--- config.mk ---
export PLATFORM = sky130hd
export DESIGN_NAME = uart_tx_frame
export DESIGN_NICKNAME = d
export VERILOG_FILES = /design/src/rtl/uart_pkg.sv /design/src/rtl/uart_baud_tick.sv /design/src/rtl/uart_tx_frame.sv
export SDC_FILE = /design/constraint.sdc
export NUM_CORES = 1
export LEC_CHECK = 0
export ABC_AREA = 1
export ABC_CLOCK_PERIOD_IN_PS = 1700
export CELL_PAD_IN_SITES_DETAIL_PLACEMENT = 1
export CELL_PAD_IN_SITES_GLOBAL_PLACEMENT = 2
export CORE_MARGIN = 2
export CORE_UTILIZATION = 36
export CTS_CLUSTER_DIAMETER = 100
export DETAILED_ROUTE_END_ITERATION = 8
export DONT_BUFFER_PORTS = 1
export GPL_ROUTABILITY_DRIVEN = 1
export GPL_TIMING_DRIVEN = 0
export PLACE_DENSITY_LB_ADDON = 0.1
export SLEW_MARGIN = 20
export SYNTH_ARGS = -nofsm -noshare
export SYNTH_HDL_FRONTEND = slang
export SYNTH_HIERARCHICAL = 1
export SYNTH_SLANG_ARGS = --single-unit
--- constraint.sdc ---
create_clock -name tx_clk -period 1.7 [get_ports tx_clk]
set_input_delay 0.17 -clock tx_clk [delete_from_list [all_inputs] [get_ports tx_clk]]
set_output_delay 0.17 -clock tx_clk [all_outputs]
set_load 0.01 [all_outputs]
--- src/rtl/uart_pkg.sv ---
// ----------------------------------------------------------------------------
// uart_pkg - shared types and constants for the parametrised UART transmitter
// Rev 1.0
// ----------------------------------------------------------------------------
`default_nettype none

package uart_pkg;

  typedef enum logic [2:0] {
    ST_IDLE   = 3'd0,
    ST_START  = 3'd1,
    ST_DATA   = 3'd2,
    ST_PARITY = 3'd3,
    ST_STOP   = 3'd4
  } tx_state_t;

  localparam int C_PARITY_EVEN   = 0;
  localparam int C_PARITY_ODD    = 1;

  localparam int C_STOP_BITS_ONE = 1;
  localparam int C_STOP_BITS_TWO = 2;

endpackage

`default_nettype wire

--- src/rtl/uart_baud_tick.sv ---
// ----------------------------------------------------------------------------
// uart_baud_tick - per-bit cycle counter; o_bit_end marks the last cycle of a bit
// Rev 1.0
// ----------------------------------------------------------------------------
`default_nettype none

module uart_baud_tick #(
  parameter int CLKS_PER_BIT = 16
) (
  input  logic tx_clk,
  input  logic rst,
  input  logic i_clear,
  output logic o_bit_end
);

  localparam int              C_W    = $clog2(CLKS_PER_BIT);
  localparam logic [C_W-1:0]  C_LAST = C_W'(CLKS_PER_BIT - 1);

  logic [C_W-1:0] r_count;

  always_ff @(posedge tx_clk or posedge rst) begin
    if (rst) begin
      r_count <= '0;
    end else if (i_clear || o_bit_end) begin
      r_count <= '0;
    end else begin
      r_count <= r_count + 1'b1;
    end
  end

  assign o_bit_end = (r_count == C_LAST);

endmodule

`default_nettype wire

--- src/rtl/uart_tx_frame.sv ---
// ----------------------------------------------------------------------------
// uart_tx_frame - parametrised LSB-first UART transmitter (parity via UART_TX_PARITY_EN)
// Rev 1.0
// ----------------------------------------------------------------------------
`default_nettype none

module uart_tx_frame
  import uart_pkg::*;
#(
  parameter int DATA_BITS    = 8,
  parameter int CLKS_PER_BIT = 16,
  parameter int STOP_BITS    = C_STOP_BITS_ONE,
  parameter int PARITY_ODD   = C_PARITY_EVEN
) (
  input  logic                 tx_clk,
  input  logic                 rst,
  input  logic                 tx_valid,
  output logic                 tx_ready,
  input  logic [DATA_BITS-1:0] tx_data,
  output logic                 data_out,
  output logic                 busy,
  output logic                 done
);

  localparam int                 C_CNT_W     = $clog2(DATA_BITS + 1);
  localparam logic [C_CNT_W-1:0] C_LAST_DATA = C_CNT_W'(DATA_BITS - 1);
  localparam logic [C_CNT_W-1:0] C_LAST_STOP = C_CNT_W'(STOP_BITS - 1);
`ifdef UART_TX_PARITY_EN
  localparam tx_state_t          C_AFTER_DATA = ST_PARITY;
`else
  localparam tx_state_t          C_AFTER_DATA = ST_STOP;
`endif

  generate
    if (DATA_BITS < 5 || DATA_BITS > 9 || CLKS_PER_BIT < 2 ||
        (STOP_BITS != C_STOP_BITS_ONE && STOP_BITS != C_STOP_BITS_TWO) ||
        (PARITY_ODD != C_PARITY_EVEN && PARITY_ODD != C_PARITY_ODD)) begin : g_bad_params
      $error("uart_tx_frame: illegal parameter value");
    end
  endgenerate

  tx_state_t            r_state;
  tx_state_t            w_state_next;
  logic [DATA_BITS-1:0] r_shift;
  logic [DATA_BITS-1:0] w_shift_next;
  logic [C_CNT_W-1:0]   r_bit_cnt;
  logic [C_CNT_W-1:0]   w_bit_cnt_next;
  logic                 r_data_out;
  logic                 r_done;
  logic                 w_data_out_next;
  logic                 w_done_next;
  logic                 w_bit_end;
  logic                 w_baud_clear;
  logic                 w_accept;
`ifdef UART_TX_PARITY_EN
  logic                 r_parity;
`endif

  assign w_accept     = tx_valid && (r_state == ST_IDLE);
  // Holding the counter clear through IDLE makes every bit start at a fresh count.
  assign w_baud_clear = (r_state == ST_IDLE) || (w_state_next != r_state);

  uart_baud_tick #(
    .CLKS_PER_BIT (CLKS_PER_BIT)
  ) u_baud_tick (
    .tx_clk    (tx_clk),
    .rst       (rst),
    .i_clear   (w_baud_clear),
    .o_bit_end (w_bit_end)
  );

  always_ff @(posedge tx_clk or posedge rst) begin
    if (rst) begin
      r_state <= ST_IDLE;
    end else begin
      r_state <= w_state_next;
    end
  end

  always_comb begin
    w_state_next = r_state;
    case (r_state)
      ST_IDLE:   if (tx_valid)                                   w_state_next = ST_START;
      ST_START:  if (w_bit_end)                                  w_state_next = ST_DATA;
      ST_DATA:   if (w_bit_end && (r_bit_cnt == C_LAST_DATA))    w_state_next = C_AFTER_DATA;
`ifdef UART_TX_PARITY_EN
      ST_PARITY: if (w_bit_end)                                  w_state_next = ST_STOP;
`endif
      ST_STOP:   if (w_bit_end && (r_bit_cnt == C_LAST_STOP))    w_state_next = ST_IDLE;
      default:                                                   w_state_next = ST_IDLE;
    endcase
  end

  always_comb begin
    w_shift_next   = r_shift;
    w_bit_cnt_next = r_bit_cnt;
    if (w_accept) begin
      w_shift_next = tx_data;
    end else if ((r_state == ST_DATA) && w_bit_end) begin
      w_shift_next = r_shift >> 1;
    end
    if (w_state_next != r_state) begin
      w_bit_cnt_next = '0;
    end else if (w_bit_end && (r_state != ST_IDLE)) begin
      w_bit_cnt_next = r_bit_cnt + 1'b1;
    end
  end

  // Outputs are decoded from the next state so the registered line changes on the entry edge.
  always_comb begin
    w_done_next = (r_state == ST_STOP) && (w_state_next == ST_IDLE);
    case (w_state_next)
      ST_START:  w_data_out_next = 1'b0;
      ST_DATA:   w_data_out_next = w_shift_next[0];
`ifdef UART_TX_PARITY_EN
      ST_PARITY: w_data_out_next = r_parity;
`endif
      default:   w_data_out_next = 1'b1;
    endcase
  end

  always_ff @(posedge tx_clk or posedge rst) begin
    if (rst) begin
      r_shift    <= '0;
      r_bit_cnt  <= '0;
      r_data_out <= 1'b1;
      r_done     <= 1'b0;
    end else begin
      r_shift    <= w_shift_next;
      r_bit_cnt  <= w_bit_cnt_next;
      r_data_out <= w_data_out_next;
      r_done     <= w_done_next;
    end
  end

`ifdef UART_TX_PARITY_EN
  always_ff @(posedge tx_clk or posedge rst) begin
    if (rst) begin
      r_parity <= 1'b0;
    end else if (w_accept) begin
      r_parity <= (^tx_data) ^ (PARITY_ODD != C_PARITY_EVEN);
    end
  end
`endif

  assign data_out = r_data_out;
  assign done     = r_done;
  assign tx_ready = (r_state == ST_IDLE);
  assign busy     = (r_state != ST_IDLE);

endmodule

`default_nettype wire

==> reports/metrics.yaml, run 1 <==
layout_commonest_cell: "sky130_fd_sc_hd__nand2_1"
synthesis.yosys.warnings: 6
post-route-worst-setup-slack_ns: 0.08968
yosysUniqueCellTypes: 23
max_clock_freq_mhz: 621.0
initialDrtViolationCount: 19
grt_pass1_vias: 966
drt-pass1-iter-count: 4
cts_sinks: 21
period_needed_ns: 1.610
path_class: "flop to flop"
status: "finished, final reports clean"
avgRoutedWirePerCell_microns: 13.41
cts_htree_levels: 1
static-leakage-power_nw: 0.6487
detailedPlace.worstSlack_ns: -0.3215
worst_clock_skew_on_the_final_layout_ns: 0.001705
final_core_utilization: 0.4657
synth.top_cell.area_share: 0.4592
global_route.usage.total: 0.1651
finalWeightedCongestion: 0.7539
final-hold-violation-count: 0
actual_slew_at_the_worst_max_slew_pin_ns: 0.6901
total_clock_buffers_created_by_cts: 3
synth-compound-area-share: 0.06774
die_area_sq_um: 3483
synth_nets: 145
drive_above_1_share: 0.2467
slew_headroom: 0.5394
ys_seq_area_frac: 0.4834
maximum_root_to_sink_buffer_count: 2
synth_top_family_by_area: "simple AND/OR/NAND/NOR gates"
vias_per_cell: 5.022
tritoncts: "done"
core_area_sq_um: 2805
floorplan.die.height_microns: 59.02
drv_slew: 0
synth_adder_area_share: 0.03444
power_density_nw_per_um2: 588.8
drc: 0
area_growth_from_synthesis_to_layout_pct: 19.86
wirelength_mm: 2.427
floorplan.die.width_microns: 59.02
synth.area.mux_share: 0
netlist_area_sq_um: 1090
top_level_ports: 15
initial_core_util: 0.3885
synth_simple_gate_area_frac: 0.3192
placement.io_buffers: 0
worst_setup_hold_path_clk_slew_ns: 0.12
hold_path.class: "input port to flop"
timing.final.setup_violations: 0
grt_overflow: 0
ant_nets: 0
grt_setup_unrepaired: "true"
nNetsFinal: 165
crit_arrival_ns: 1.86
netlist.top_cell.by_area: "sky130_fd_sc_hd__dfrtp_1"
cts_root_buf: "sky130_fd_sc_hd__clkbuf_4"
place_hpwl_mm: 1.764
final.hold.worst_slack_ns: 0.01737
timing.critical_path.to_type: "flop"
number_of_antenna_violations_at_the_first_check_in_global_routing: 0
start_kind: "flop"
most-common-layout-cells: "sky130_fd_sc_hd__nand2_1, sky130_fd_sc_hd__dfrtp_1, sky130_fd_sc_hd__inv_1"
share_of_the_cycle_needed_by_the_critical_path_after_routing: 0.9472
cell_count_after_synthesis: 131
cp_data_required_time_ns: 1.95
peakVddDrop_v: 0.0003556
filler_cell_count: 342
number_of_diodes_added_for_antenna_fixing: 0
synthXorXnorAreaFrac: 0.01607
num_rows: 19
maximum_number_of_pins_on_one_net_before_global_route_repair: 18
cap_violations: 0
crit_fanout: 4
wire_length_of_the_first_global_routing_pass_mm: 4.312
worst_skew_pair.late_latency_ns: 0.30
ys_top_cells_by_area: "sky130_fd_sc_hd__dfrtp_1, sky130_fd_sc_hd__nand2_1, sky130_fd_sc_hd__inv_1"
syn_avg_cell_area_sq_um: 8.319
synth_seq_cells: 21
vias: 909
-- state kept, by name (all words and copies together) (netlist names) --
signal,flops
r_state,3
r_shift,8
done,1
r_bit_cnt,4
u_baud_tick/r_count,4
data_out,1
-- final cells by class --
class | count | area [sq um] | area share
flip-flops and latches | 21 | 526.8 | 0.4033
multi-input cells | 87 | 499.2 | 0.3822
repair buffers | 15 | 127.6 | 0.09770
inverters | 23 | 86.33 | 0.06609
well taps | 31 | 38.79 | 0.02969
clock buffers | 3 | 22.52 | 0.01724
clock inverters | 1 | 5.005 | 0.003831
-- layer usage --
| metal | share of wire | track usage | wire (microns) |
|---|---|---|---|
| met1 | 0.45 | 0.2022 | 1088 |
| met2 | 0.52 | 0.2937 | 1261 |
| met3 | 0.027 | 0.02183 | 65 |
| met4 | 0.0049 | 0.06169 | 12 |
| met5 | 0 | 0 | 0 |
-- cells by family after synthesis --
group / count (synthesis)
AO/OA/AOI/OAI: 9
buffers and inverters: 23
AND/OR/NAND/NOR: 73
XOR/XNOR: 2
flip-flops: 21
adder cells (fa/ha/maj): 3
-- where the power goes --
part / internal [mW] / leakage [nW] / switching, mW / total [mW]
registers: 0.500 / 0.249 / 0 / 0.500
logic: 0.00948 / 0.382 / 0.0121 / 0.0216
clock network: 0.0878 / 0.0177 / 0.160 / 0.248
total: 0.597 / 0.649 / 0.172 / 0.769
-- critical path, cell delays in order (launching register included) --
cell and delay, ns:
sky130_fd_sc_hd__dfrtp_1 0.43, sky130_fd_sc_hd__inv_1 0.09, sky130_fd_sc_hd__ha_1 0.22, sky130_fd_sc_hd__nand2_1 0.07, sky130_fd_sc_hd__inv_1 0.03, sky130_fd_sc_hd__nand2_1 0.07
sky130_fd_sc_hd__nand2_2 0.07, sky130_fd_sc_hd__a21oi_2 0.19, sky130_fd_sc_hd__nand3_2 0.09, sky130_fd_sc_hd__o21bai_4 0.20, sky130_fd_sc_hd__nor2_1 0.10
-- worst paths after layout --
kind                                          startpoint                          endpoint  slack, ns  cells past startpoint
worst min register to register    r_shift[2]$_DFFE_PP0P_            r_shift[2]$_DFFE_PP0P_       0.50                      2
min in group asynchronous                            rst  u_baud_tick/r_count[3]$_DFF_PP0_       0.20                      2
worst max register to register  r_bit_cnt[0]$_DFFE_PP0P_  u_baud_tick/r_count[1]$_DFF_PP0_       0.09                     10
max in group asynchronous                            rst            r_shift[3]$_DFFE_PP0P_       0.84                      2
worst max-delay path            r_bit_cnt[0]$_DFFE_PP0P_  u_baud_tick/r_count[1]$_DFF_PP0_       0.09                     10
worst min-delay path                          tx_data[6]            r_shift[6]$_DFFE_PP0P_       0.02                      2
-- Yosys cell counts --
master                     count
sky130_fd_sc_hd__nand2_1      34
sky130_fd_sc_hd__dfrtp_1      20
sky130_fd_sc_hd__inv_1        19
sky130_fd_sc_hd__nor2_1       14
sky130_fd_sc_hd__nand3_1      11
sky130_fd_sc_hd__inv_2         4
sky130_fd_sc_hd__nand4_1       4
sky130_fd_sc_hd__ha_1          3
sky130_fd_sc_hd__nand2_2       3
sky130_fd_sc_hd__a21oi_2       2
sky130_fd_sc_hd__nand3_2       2
sky130_fd_sc_hd__nor2_2        2
sky130_fd_sc_hd__o21ai_0       2
sky130_fd_sc_hd__xor2_1        2
sky130_fd_sc_hd__a21oi_1       1
sky130_fd_sc_hd__dfstp_2       1
sky130_fd_sc_hd__nand3_4       1
sky130_fd_sc_hd__nor2_4        1
sky130_fd_sc_hd__nor3b_1       1
sky130_fd_sc_hd__o211ai_1      1
sky130_fd_sc_hd__o21ai_2       1
sky130_fd_sc_hd__o21bai_4      1
sky130_fd_sc_hd__o22ai_1       1
-- what timing repair did --
| item | 4_1_cts | 5_1_grt |
|---|---|---|
| setup endpoints to repair | 19 | 10 |
| pin swaps | 2 | 7 |
| hold buffers | 6 | 0 |
| resized for setup | 3 | 4 |
| hold endpoints to repair | 25 | 0 |
| buffers inserted | 5 | 4 |
-- metrics by stage --
step	instances	setup TNS (ns)	cell area [sq um]	power (mW)
detailed placement	162	-2.856	1129	0.5203
global route	181	-0.04715	1306	0.8103
floorplan	131	0	1090	0.5167
CTS	177	0	1264	0.7891
finish	181	0	1306	0.7692
global placement	162	-1.939	1129	0.5201
Note: power is estimated with default switching activity, not from simulation.
==> run 2: changes to the inputs <==
Settings changed: SKIP_LAST_GASP from default to 1.
==> results of run 2 <==
Same layout as run 1: the final DEF is identical, and so are final timing and power.
==> run 3: changes to the inputs <==
Settings changed: CORE_ASPECT_RATIO from default to 1.75.
==> reports/metrics.yaml, run 3 (synthesis gave the netlist of run 1 again) <==
avgRoutedWirePerCell_microns: 14.15  # +5.5%
drive_above_1_share: 0.2378  # -0.008904
cts_htree_levels: 1  # unchanged
regToRegEndpoint: "u_baud_tick/r_count[0]$_DFF_PP0_"
maximum_root_to_sink_buffer_count: 2  # unchanged
top_level_ports: 15  # unchanged
setup-tns-final_ns: 0  # unchanged
core_area_sq_um: 2895  # +3.2%
vias: 876  # -3.6%
worst_skew_pair.late_latency_ns: 0.26  # -0.04 ns
static-leakage-power_nw: 0.6432  # -0.84%
crit_fanout: 6  # +2
number_of_antenna_violations_at_the_first_check_in_global_routing: 0  # unchanged
timing.reg2reg.worst_path_depth: 9  # -1
critical_path.reg2reg.startpoint: "u_baud_tick/r_count[1]$_DFF_PP0_"
drt-pass1-iter-count: 2  # -2
vias_per_cell: 5.123  # +2.0%
total_clock_buffers_created_by_cts: 3  # unchanged
maximum_number_of_pins_on_one_net_before_global_route_repair: 18  # unchanged
crit_arrival_ns: 1.74  # -0.12 ns
drv_slew: 0  # unchanged
final-hold-violation-count: 0  # unchanged
place_hpwl_mm: 1.895  # +7.4%
grt_setup_unrepaired: "true"
cts_sinks: 21  # unchanged
tritoncts: "done"
initial_core_util: 0.3764  # -0.01209
most-common-layout-cells: "sky130_fd_sc_hd__nand2_1, sky130_fd_sc_hd__dfrtp_1, sky130_fd_sc_hd__inv_1"
placement.io_buffers: 0  # unchanged
power_uw: 843.0  # +9.6%
cts_root_buf: "sky130_fd_sc_hd__clkbuf_8"
ant_nets: 0  # unchanged
critPathCapture: "u_baud_tick/r_count[0]$_DFF_PP0_"
wire_length_of_the_first_global_routing_pass_mm: 4.291  # -0.49%
grt_overflow: 0  # unchanged
slew_headroom: 0.5697  # +0.03032
met1_layer_usage_reported_by_global_route: 0.1707  # -0.03156
placed_area_sq_um: 1125  # -0.33%
status: "finished, final reports clean"
worst_clock_skew_on_the_final_layout_ns: 0.004853  # +0.003148 ns
initialDrtViolationCount: 4  # -15
r2r_setup_slack_ns: 0.11  # +0.02 ns
top_usage_layer: "met2"
max_ffs_per_register: 8  # unchanged
top_register: "r_shift"
worstSetupStartpoint: "u_baud_tick/r_count[1]$_DFF_PP0_"
max_clock_freq_mhz: 629.2  # +1.3%
timing.critical_path.to_type: "flop"
path_class: "flop to flop"
use_met2: 0.3014  # +0.007758
finalInstanceArea_sq_um: 1261  # -3.4%
cap_violations: 0  # unchanged
num_rows: 26  # +7
nNetsFinal: 158  # -4.2%
final_core_utilization: 0.4356  # -0.03005
start_kind: "flop"
filler_cell_count: 354  # +3.5%
cp_data_required_time_ns: 1.85  # -0.10 ns
floorplan.die.width_microns: 45.59  # -23%
share_of_the_cycle_needed_by_the_critical_path_after_routing: 0.9349  # -0.01236
finalWeightedCongestion: 0.7102  # -5.8%
floorplan.die.height_microns: 76.79  # +30%
grt_pass1_vias: 1018  # +5.4%
power_density_nw_per_um2: 668.4  # +14%
global_route.usage.total: 0.1638  # -0.001277
die_area_sq_um: 3501  # +0.50%
number_of_diodes_added_for_antenna_fixing: 0  # unchanged
timing.final.setup_violations: 0  # unchanged
regs_by_ff_count: "r_shift (8), r_bit_cnt (4), u_baud_tick/r_count (4)"
wirelength_mm: 2.420  # -0.29%
layout_commonest_cell: "sky130_fd_sc_hd__nand2_1"
drc: 0  # unchanged
area_growth_from_synthesis_to_layout_pct: 15.73
period_needed_ns: 1.589  # -0.02101 ns
actual_slew_at_the_worst_max_slew_pin_ns: 0.6447  # -0.04543 ns
hold_path.class: "input port to flop"
peakVddDrop_v: 0.0004305  # +21%
worst_setup_hold_path_clk_slew_ns: 0.08  # -0.04 ns
groute.layer.met3.usage: 0.02118  # -0.0006576
-- run 3: stage by stage --
step | setup slack [ns] | hold slack, ns | std cells
detailed placement | -0.3270 | -0.03987 | 159
CTS | 0.01430 | 0.03290 | 168
global placement | -0.2717 | -0.04549 | 159
floorplan | 0.08242 | -0.06392 | 131
finish | 0.1107 | 0.03161 | 171
global route | -0.01815 | 0.03326 | 171
-- run 3: layer usage --
metal | vias to the layer above | part of all wire
li1 | 434 | -
met1 | 425 | 0.37
met2 | 12 | 0.60
met3 | 5 | 0.014
met4 | 0 | 0.020
met5 | - | 0
-- run 3: worst min path at each step --
stage                    start                          endpoint  slack, ns  depth (start not counted)
detailed placement         rst  u_baud_tick/r_count[1]$_DFF_PP0_      -0.04                          1
global placement           rst  u_baud_tick/r_count[1]$_DFF_PP0_      -0.05                          1
global route        tx_data[3]            r_shift[3]$_DFFE_PP0P_       0.03                          2
finish              tx_data[7]            r_shift[7]$_DFFE_PP0P_       0.03                          2
CTS                 tx_data[7]            r_shift[7]$_DFFE_PP0P_       0.03                          2
floorplan                  rst  u_baud_tick/r_count[0]$_DFF_PP0_      -0.06                          1
-- run 3: cell type report --
type | instances | area (sq um) | share of cell area
flip-flops and latches | 21 | 526.8 | 0.4177
multi-input cells | 87 | 505.5 | 0.4008
inverters | 23 | 86.33 | 0.06845
repair buffers | 8 | 62.56 | 0.04960
clock buffers | 4 | 45.04 | 0.03571
well taps | 28 | 35.03 | 0.02778
-- run 3: repair_timing --
action	4_1_cts	5_1_grt
endpoints found under the hold margin	20	0
pin swaps	2	5
endpoints found under the setup margin	20	4
setup buffers	4	3
hold buffers	1	0
gates resized for setup	3	5
-- run 3: where the power goes --
part           total, mW  switching (mW)  internal (mW)
clock              0.332           0.165          0.167
sequential         0.499               0          0.499
combinational     0.0119         0.00999        0.00187
-- run 3: critical path, cell delays in order (launching register included) --
cell,delay (ns)
sky130_fd_sc_hd__dfrtp_1,0.36
sky130_fd_sc_hd__ha_2,0.21
sky130_fd_sc_hd__nand2_4,0.06
sky130_fd_sc_hd__nor2_4,0.16
sky130_fd_sc_hd__nand4_1,0.19
sky130_fd_sc_hd__nor2_2,0.17
sky130_fd_sc_hd__a21oi_2,0.06
sky130_fd_sc_hd__nand3_2,0.08
sky130_fd_sc_hd__o21bai_4,0.14
sky130_fd_sc_hd__nor2_1,0.06
==> RTL change 1 (settings of run 1) <==
`CLKS_PER_BIT` is set to 16 in 2 places; all go to 8.
--- a/src/rtl/uart_baud_tick.sv
+++ b/src/rtl/uart_baud_tick.sv
@@ -6,5 +6,5 @@
 
 module uart_baud_tick #(
-  parameter int CLKS_PER_BIT = 16
+  parameter int CLKS_PER_BIT = 8
 ) (
   input  logic tx_clk,
--- a/src/rtl/uart_tx_frame.sv
+++ b/src/rtl/uart_tx_frame.sv
@@ -9,5 +9,5 @@
 #(
   parameter int DATA_BITS    = 8,
-  parameter int CLKS_PER_BIT = 16,
+  parameter int CLKS_PER_BIT = 8,
   parameter int STOP_BITS    = C_STOP_BITS_ONE,
   parameter int PARITY_ODD   = C_PARITY_EVEN
Formal check against the unedited RTL: not equivalent (a bounded check fails within 10 cycles, from zero or initial values and one cycle with rst high).
==> RTL change 1 against run 1 <==
- sequential cell count is 1 lower
- largest power group unchanged
- design area down 7.4%
- hold slack got worse by 0.0017 ns
- worst setup slack improved by 0.022 ns
- power is essentially flat
- core utilization fell by 2.3 points
- wire length is 12% lower
- largest cell class unchanged
- clock power is 10% higher
- synthesized area decreased by 5.5%
==> RTL change 1: results (changes against run 1) <==
stage;metric;value;unit;change
route;vias_per_cell;4.83;;-3.8%
clock_tree;cts_made_buffers;3;;unchanged
placement;placed_area;1070;um^2;-5.3%
clock_tree;insertion_delay;0.30;ns;about the same
min_path;hp-class;in2reg;;
logic_synthesis;synth_cell_types;21;;-8.7%
min_path;hold_path.startpoint;tx_data[0];;
timing;hold_ws;0.0157;ns;-0.00171 ns
logic_synthesis;synth_seq_area_share;48.7;%;+0.39 points
logic_synthesis;synth_fp_nets;140;;-3.4%
placement;gp_congestion;0.738;;-2.2%
outcome;outcome;complete, no violations;;
worst_setup_path;r2r-start;u_baud_tick/r_count[0]$_DFF_PP0_;;
grt;grt_pass1_vias;858;;-11%
worst_setup_path;crit_family;simple AND/OR/NAND/NOR gates;;
logic_synthesis;yosys-top-cells-area;dfrtp_1 46%, nand2_1 12%, inv_1 8.0%;;
grt;grt_max_degree;18;;unchanged
grt;grt_use_total;14.4;%;-2.1 points
worst_setup_path;rrSetupSlack;0.11;ns;+0.02 ns
pwr;leakage;0.614;nW;-5.3%
timing;slew_headroom;53.9;%;about the same
logic_synthesis;synthTopCellsByCount;32 x nand2_1, 22 x inv_1, 19 x dfrtp_1;;
route;drt-initial-drc-count;23;;+4
route;wirelength;2130;um;-12%
clock_tree;cts_hold_buf;5;;-1
cells_and_area;top_register;r_shift;;
route;firstDrtPassIters;4;;unchanged
worst_setup_path;slowest_delay;0.37;ns;-0.06 ns
logic_synthesis;synth_warnings;6;;unchanged
clock_tree;clock_path_buffers;2;;unchanged
clock_tree;h-tree-depth;1;;unchanged
clock_tree;root_buffer;clkbuf_4;;
placement;dp_hpwl;1620;um;-8.2%
route;num_vias;807;;-11%
cells_and_area;final_nets;152;;-7.9%
placement;place_inst;156;;-3.7%
min_path;whs_path_depth;2;;unchanged
min_path;min_to;r_shift[0]$_DFF_PP0_;;
logic_synthesis;syn_inst;125;;-4.6%
timing;skew;0.00148;ns;-0.000229 ns
grt;grt_pass1_wl;3680;um;-15%
clock_tree;cts_resized;2;;-1
logic_synthesis;async_flop_share;100;%;unchanged
cells_and_area;layout-drive-gt1-share;20.6;%;-4.1 points
pwr;peakVddDrop;0.613;mV;+72%
worst_setup_path;ff2ff_path_depth;9;;-1
clock_tree;clk_pin_slew_worst_paths;0.11;ns;
cells_and_area;largest_registers;r_shift: 8 flops, r_bit_cnt: 4 flops;;
clock_tree;post_cts_buffers;0;;-5
worst_setup_path;cp_max_fo;7;;+3
placement;port_buffers;0;;unchanged
-- RTL change 1: kinds of logic (layout without fill, tap and decap cells) --
| kind of cell | after synthesis | count (layout) | share of synthesized area [%] |
|---|---|---|---|
| DFF | 20 | 20 | 48.7 |
| adders and majority gates | 4 | 4 | 4.86 |
| buffers and inverters | 25 | 36 | 9.11 |
| xor gates and xnor gates | 2 | 2 | 1.70 |
| AOI/OAI and AO/OA | 8 | 8 | 5.35 |
| and+or+nand+nor | 66 | 66 | 30.3 |
-- RTL change 1: routing by layer --
| layer | vias to the layer above | share of wire (%) | track usage (%) | wire length [um] |
|---|---|---|---|---|
| met5 | - | 0 | 0 | 0 |
| met4 | 0 | 0.89 | 1.99 | 19 |
| met3 | 2 | 3.4 | 4.08 | 72 |
| met2 | 12 | 50 | 25.5 | 1070 |
| met1 | 381 | 46 | 17.8 | 969 |
| li1 | 412 | - | - | - |
-- RTL change 1: worst max-delay path by stage --
| stage | end | slack [ns] | startpoint |
|---|---|---|---|
| 6_report | u_baud_tick/r_count[1]$_DFF_PP0_ | 0.11 | u_baud_tick/r_count[0]$_DFF_PP0_ |
| 5_1_grt | u_baud_tick/r_count[0]$_DFF_PP0_ | 0.003 | u_baud_tick/r_count[1]$_DFF_PP0_ |
| 4_1_cts | u_baud_tick/r_count[1]$_DFF_PP0_ | 0.006 | u_baud_tick/r_count[0]$_DFF_PP0_ |
| 3_5_place_dp | u_baud_tick/r_count[1]$_DFF_PP0_ | -0.07 | u_baud_tick/r_count[0]$_DFF_PP0_ |
| 3_3_place_gp | u_baud_tick/r_count[0]$_DFF_PP0_ | 0.007 | u_baud_tick/r_count[0]$_DFF_PP0_ |
| 2_1_floorplan | u_baud_tick/r_count[0]$_DFF_PP0_ | 0.21 | u_baud_tick/r_count[0]$_DFF_PP0_ |
-- RTL change 1: layout make-up --
class                   instances  area [um^2]
fillers                       326         1520
flip-flops and latches         20          502
multi-input cells              80          474
inverters                      25         93.8
repair buffers                  7         65.1
well taps                      31         38.8
clock buffers                   4         36.3
-- RTL change 1: stage by stage --
stage,setup WS [ns],utilization (%),setup TNS [ns]
3_3_place_gp,0.00677,39.1,0
2_1_floorplan,0.206,-,0
5_1_grt,0.00257,44.3,0
4_1_cts,0.00621,42.6,0
6_report,0.112,44.3,0
3_5_place_dp,-0.0711,39.1,-0.156
-- RTL change 1: where the power goes --
group	internal (mW)	switching (mW)	leakage [nW]
sequential	0.476	0	0.246
combinational	0.00797	0.0114	0.347
clock	0.131	0.143	0.0210
-- RTL change 1: worst reg2reg max path, stage by stage, from the launching register on --
cell     delay [ns]
dfrtp_1        0.37
ha_2           0.19
ha_4           0.17
nand4_1        0.17
nor2_1         0.26
a21oi_4        0.07
nand3_2        0.07
inv_1          0.05
nand2_2        0.11
nor2_2         0.04
==> RTL change 2 (config.mk and constraints of run 1) <==
Without the edit above. `r_shift` no longer has a reset.
--- a/src/rtl/uart_tx_frame.sv
+++ b/src/rtl/uart_tx_frame.sv
@@ -122,14 +122,16 @@
   always_ff @(posedge tx_clk or posedge rst) begin
     if (rst) begin
-      r_shift    <= '0;
       r_bit_cnt  <= '0;
       r_data_out <= 1'b1;
       r_done     <= 1'b0;
     end else begin
-      r_shift    <= w_shift_next;
       r_bit_cnt  <= w_bit_cnt_next;
       r_data_out <= w_data_out_next;
       r_done     <= w_done_next;
     end
+  end
+
+  always_ff @(posedge tx_clk) begin
+    r_shift <= w_shift_next;
   end
 
Check against the original RTL: no difference found for any inputs over 10 cycles, from zero or initial values and one cycle with rst high; that may be too few to reach the edited logic, so the function may still have changed.
==> RTL change 2 against run 1 <==
- design area fell by 5.1%
- wire length down 10%
- synthesized area up 0.69%
- worst setup slack better by 0.028 ns
- global-route usage decreased by 2.6 points
- sequential share of layout area increased by 4.6 points
- sequential cell count unchanged
- via count fell by 8.6%
- largest cell class unchanged
Power is not compared: it rests on default switching activity, and its combinational part moved more than twofold at a synthesized area within 25%.
==> RTL change 2: results (changes against run 1) <==
stage;metric;value;unit;change
timing;hold_ws;0.0470;ns;+0.0296 ns
logic_synthesis;yosys-top-cells-area;dfrtp_1 27%, edfxtp_1 19%, nand2_1 11%;;
placement;dp_hpwl;1660;um;-5.8%
route;drt-initial-drc-count;23;;+4
route;drt-met1-wl;993;um;-8.7%
grt;grt_pass1_wl;3590;um;-17%
worst_setup_path;ff2ff_path_depth;11;;+1
placement;place_inst;160;;-1.2%
worst_setup_path;slowest_delay;0.40;ns;-0.03 ns
grt;grt_util_met2;21.7;%;-7.7 points
logic_synthesis;synth_cell_types;27;;+17%
route;firstDrtPassIters;5;;+1
grt;globalRouteMet3Util;3.93;%;+1.7 points
logic_synthesis;synth_seq_area_share;50.7;%;+2.4 points
cells_and_area;final_nets;152;;-7.9%
worst_setup_path;crit_family;simple AND/OR/NAND/NOR gates;;
worst_setup_path;cp_max_fo;5;;+1
grt;grt_use_total;13.9;%;-2.6 points
logic_synthesis;synth_fp_nets;141;;-2.8%
route;met2_length;1090;um;-13%
cells_and_area;fillCellCount;363;;+6.1%
logic_synthesis;synthTopCellsByCount;31 x nand2_1, 15 x nand3_1, 15 x nor2_1;;
grt;grt_pass1_vias;805;;-17%
pwr;leakage;0.618;nW;
min_path;hold_path.startpoint;tx_valid;;
logic_synthesis;syn_area_per_cell;8.64;um^2;+3.9%
worst_setup_path;r2r-end;u_baud_tick/r_count[0]$_DFF_PP0_;;
cells_and_area;stdcell_count;170;;-6.1%
timing;skew;0.00469;ns;+0.00299 ns
placement;pre_cts_ws;-0.194;ns;+0.127 ns
clock_tree;h-tree-depth;1;;unchanged
timing;max_slew.worst_pin.slew;0.357;ns;-0.334 ns
route;wl_met3;77;um;+18%
logic_synthesis;async_flop_share;61.9;%;-38 points
min_path;min_to;r_state[0]$_DFF_PP0_;;
cells_and_area;layout-drive-gt1-share;22.6;%;-2.0 points
route;num_vias;831;;-8.6%
outcome;outcome;complete, no violations;;
worst_setup_path;r2r-start;u_baud_tick/r_count[1]$_DFF_PP0_;;
grt;grt_max_degree;12;;-6
RTL change 2: cell count changes after synthesis, sizes merged, moves of 2 or more:
| cell | change |
|---|---|
| dfrtp | -8 |
| nand3 | +2 |
| a21oi | -2 |
| edfxtp | +7 |
| inv | -5 |
RTL change 2: worst reg2reg max path: stages, from the launching register on:
cell and delay (ns):
dfrtp_1 0.40, ha_2 0.20, nand2_2 0.09, nor2_4 0.06, nand2_1 0.05, inv_1 0.03
nand2_1 0.06, nand2_2 0.09, a21oi_4 0.18, nand3_2 0.09, o21bai_4 0.19, nor2_1 0.08
RTL change 2: layout make-up:
class | instances | area [um^2] | area share (%)
repair buffers | 6 | 47.5 | 3.83
plain buffers | 1 | 5.00 | 0.404
flip-flops and latches | 21 | 557 | 44.9
inverters | 19 | 71.3 | 5.75
well taps | 33 | 41.3 | 3.33
clock buffers | 4 | 26.3 | 2.12
multi-input cells | 86 | 492 | 39.7
RTL change 2: metrics by stage:
step                power (mW)  area, um^2
floorplan                0.535        1100
global placement         0.538        1140
detailed placement       0.537        1140
CTS                      0.782        1210
global route             0.804        1240
finish                   0.763        1240
RTL change 2: worst max path at each step:
stage | from | to | slack, ns | cells after the start
6_report | u_baud_tick/r_count[1]$_DFF_PP0_ | u_baud_tick/r_count[0]$_DFF_PP0_ | 0.12 | 11
5_1_grt | u_baud_tick/r_count[1]$_DFF_PP0_ | u_baud_tick/r_count[1]$_DFF_PP0_ | -0.007 | 11
4_1_cts | u_baud_tick/r_count[0]$_DFF_PP0_ | u_baud_tick/r_count[3]$_DFF_PP0_ | 0.03 | 11
3_5_place_dp | u_baud_tick/r_count[0]$_DFF_PP0_ | u_baud_tick/r_count[1]$_DFF_PP0_ | -0.19 | 11
3_3_place_gp | u_baud_tick/r_count[0]$_DFF_PP0_ | u_baud_tick/r_count[1]$_DFF_PP0_ | -0.18 | 11
2_1_floorplan | u_baud_tick/r_count[0]$_DFF_PP0_ | u_baud_tick/r_count[3]$_DFF_PP0_ | 0.08 | 11
RTL change 2: report_power, final:
part           internal, mW  total (mW)  switching [mW]  leakage [nW]
clock                0.0913       0.234           0.143        0.0150
combinational       0.00210     0.00906         0.00696         0.359
sequential            0.519       0.519               0         0.244
RTL change 2: cell families (layout without fill, tap and decap cells):
family                     after synthesis  in the layout  share of synthesized area (%)
and+or+nand+nor                         75             75                           32.2
DFF                                     21             21                           50.7
buffers and inverters                   20             30                           6.95
AOI/OAI and AO/OA                        6              6                           5.13
adders and majority gates                3              3                           3.42
xor gates and xnor gates                 2              2                           1.60
RTL change 2: timing repair:
action | CTS | global route
hold buffers | 1 | 0
setup endpoints to repair | 17 | 6
pin swaps | 2 | 3
hold endpoints to repair | 12 | 0
gates resized for setup | 2 | 6
buffers inserted | 4 | 1
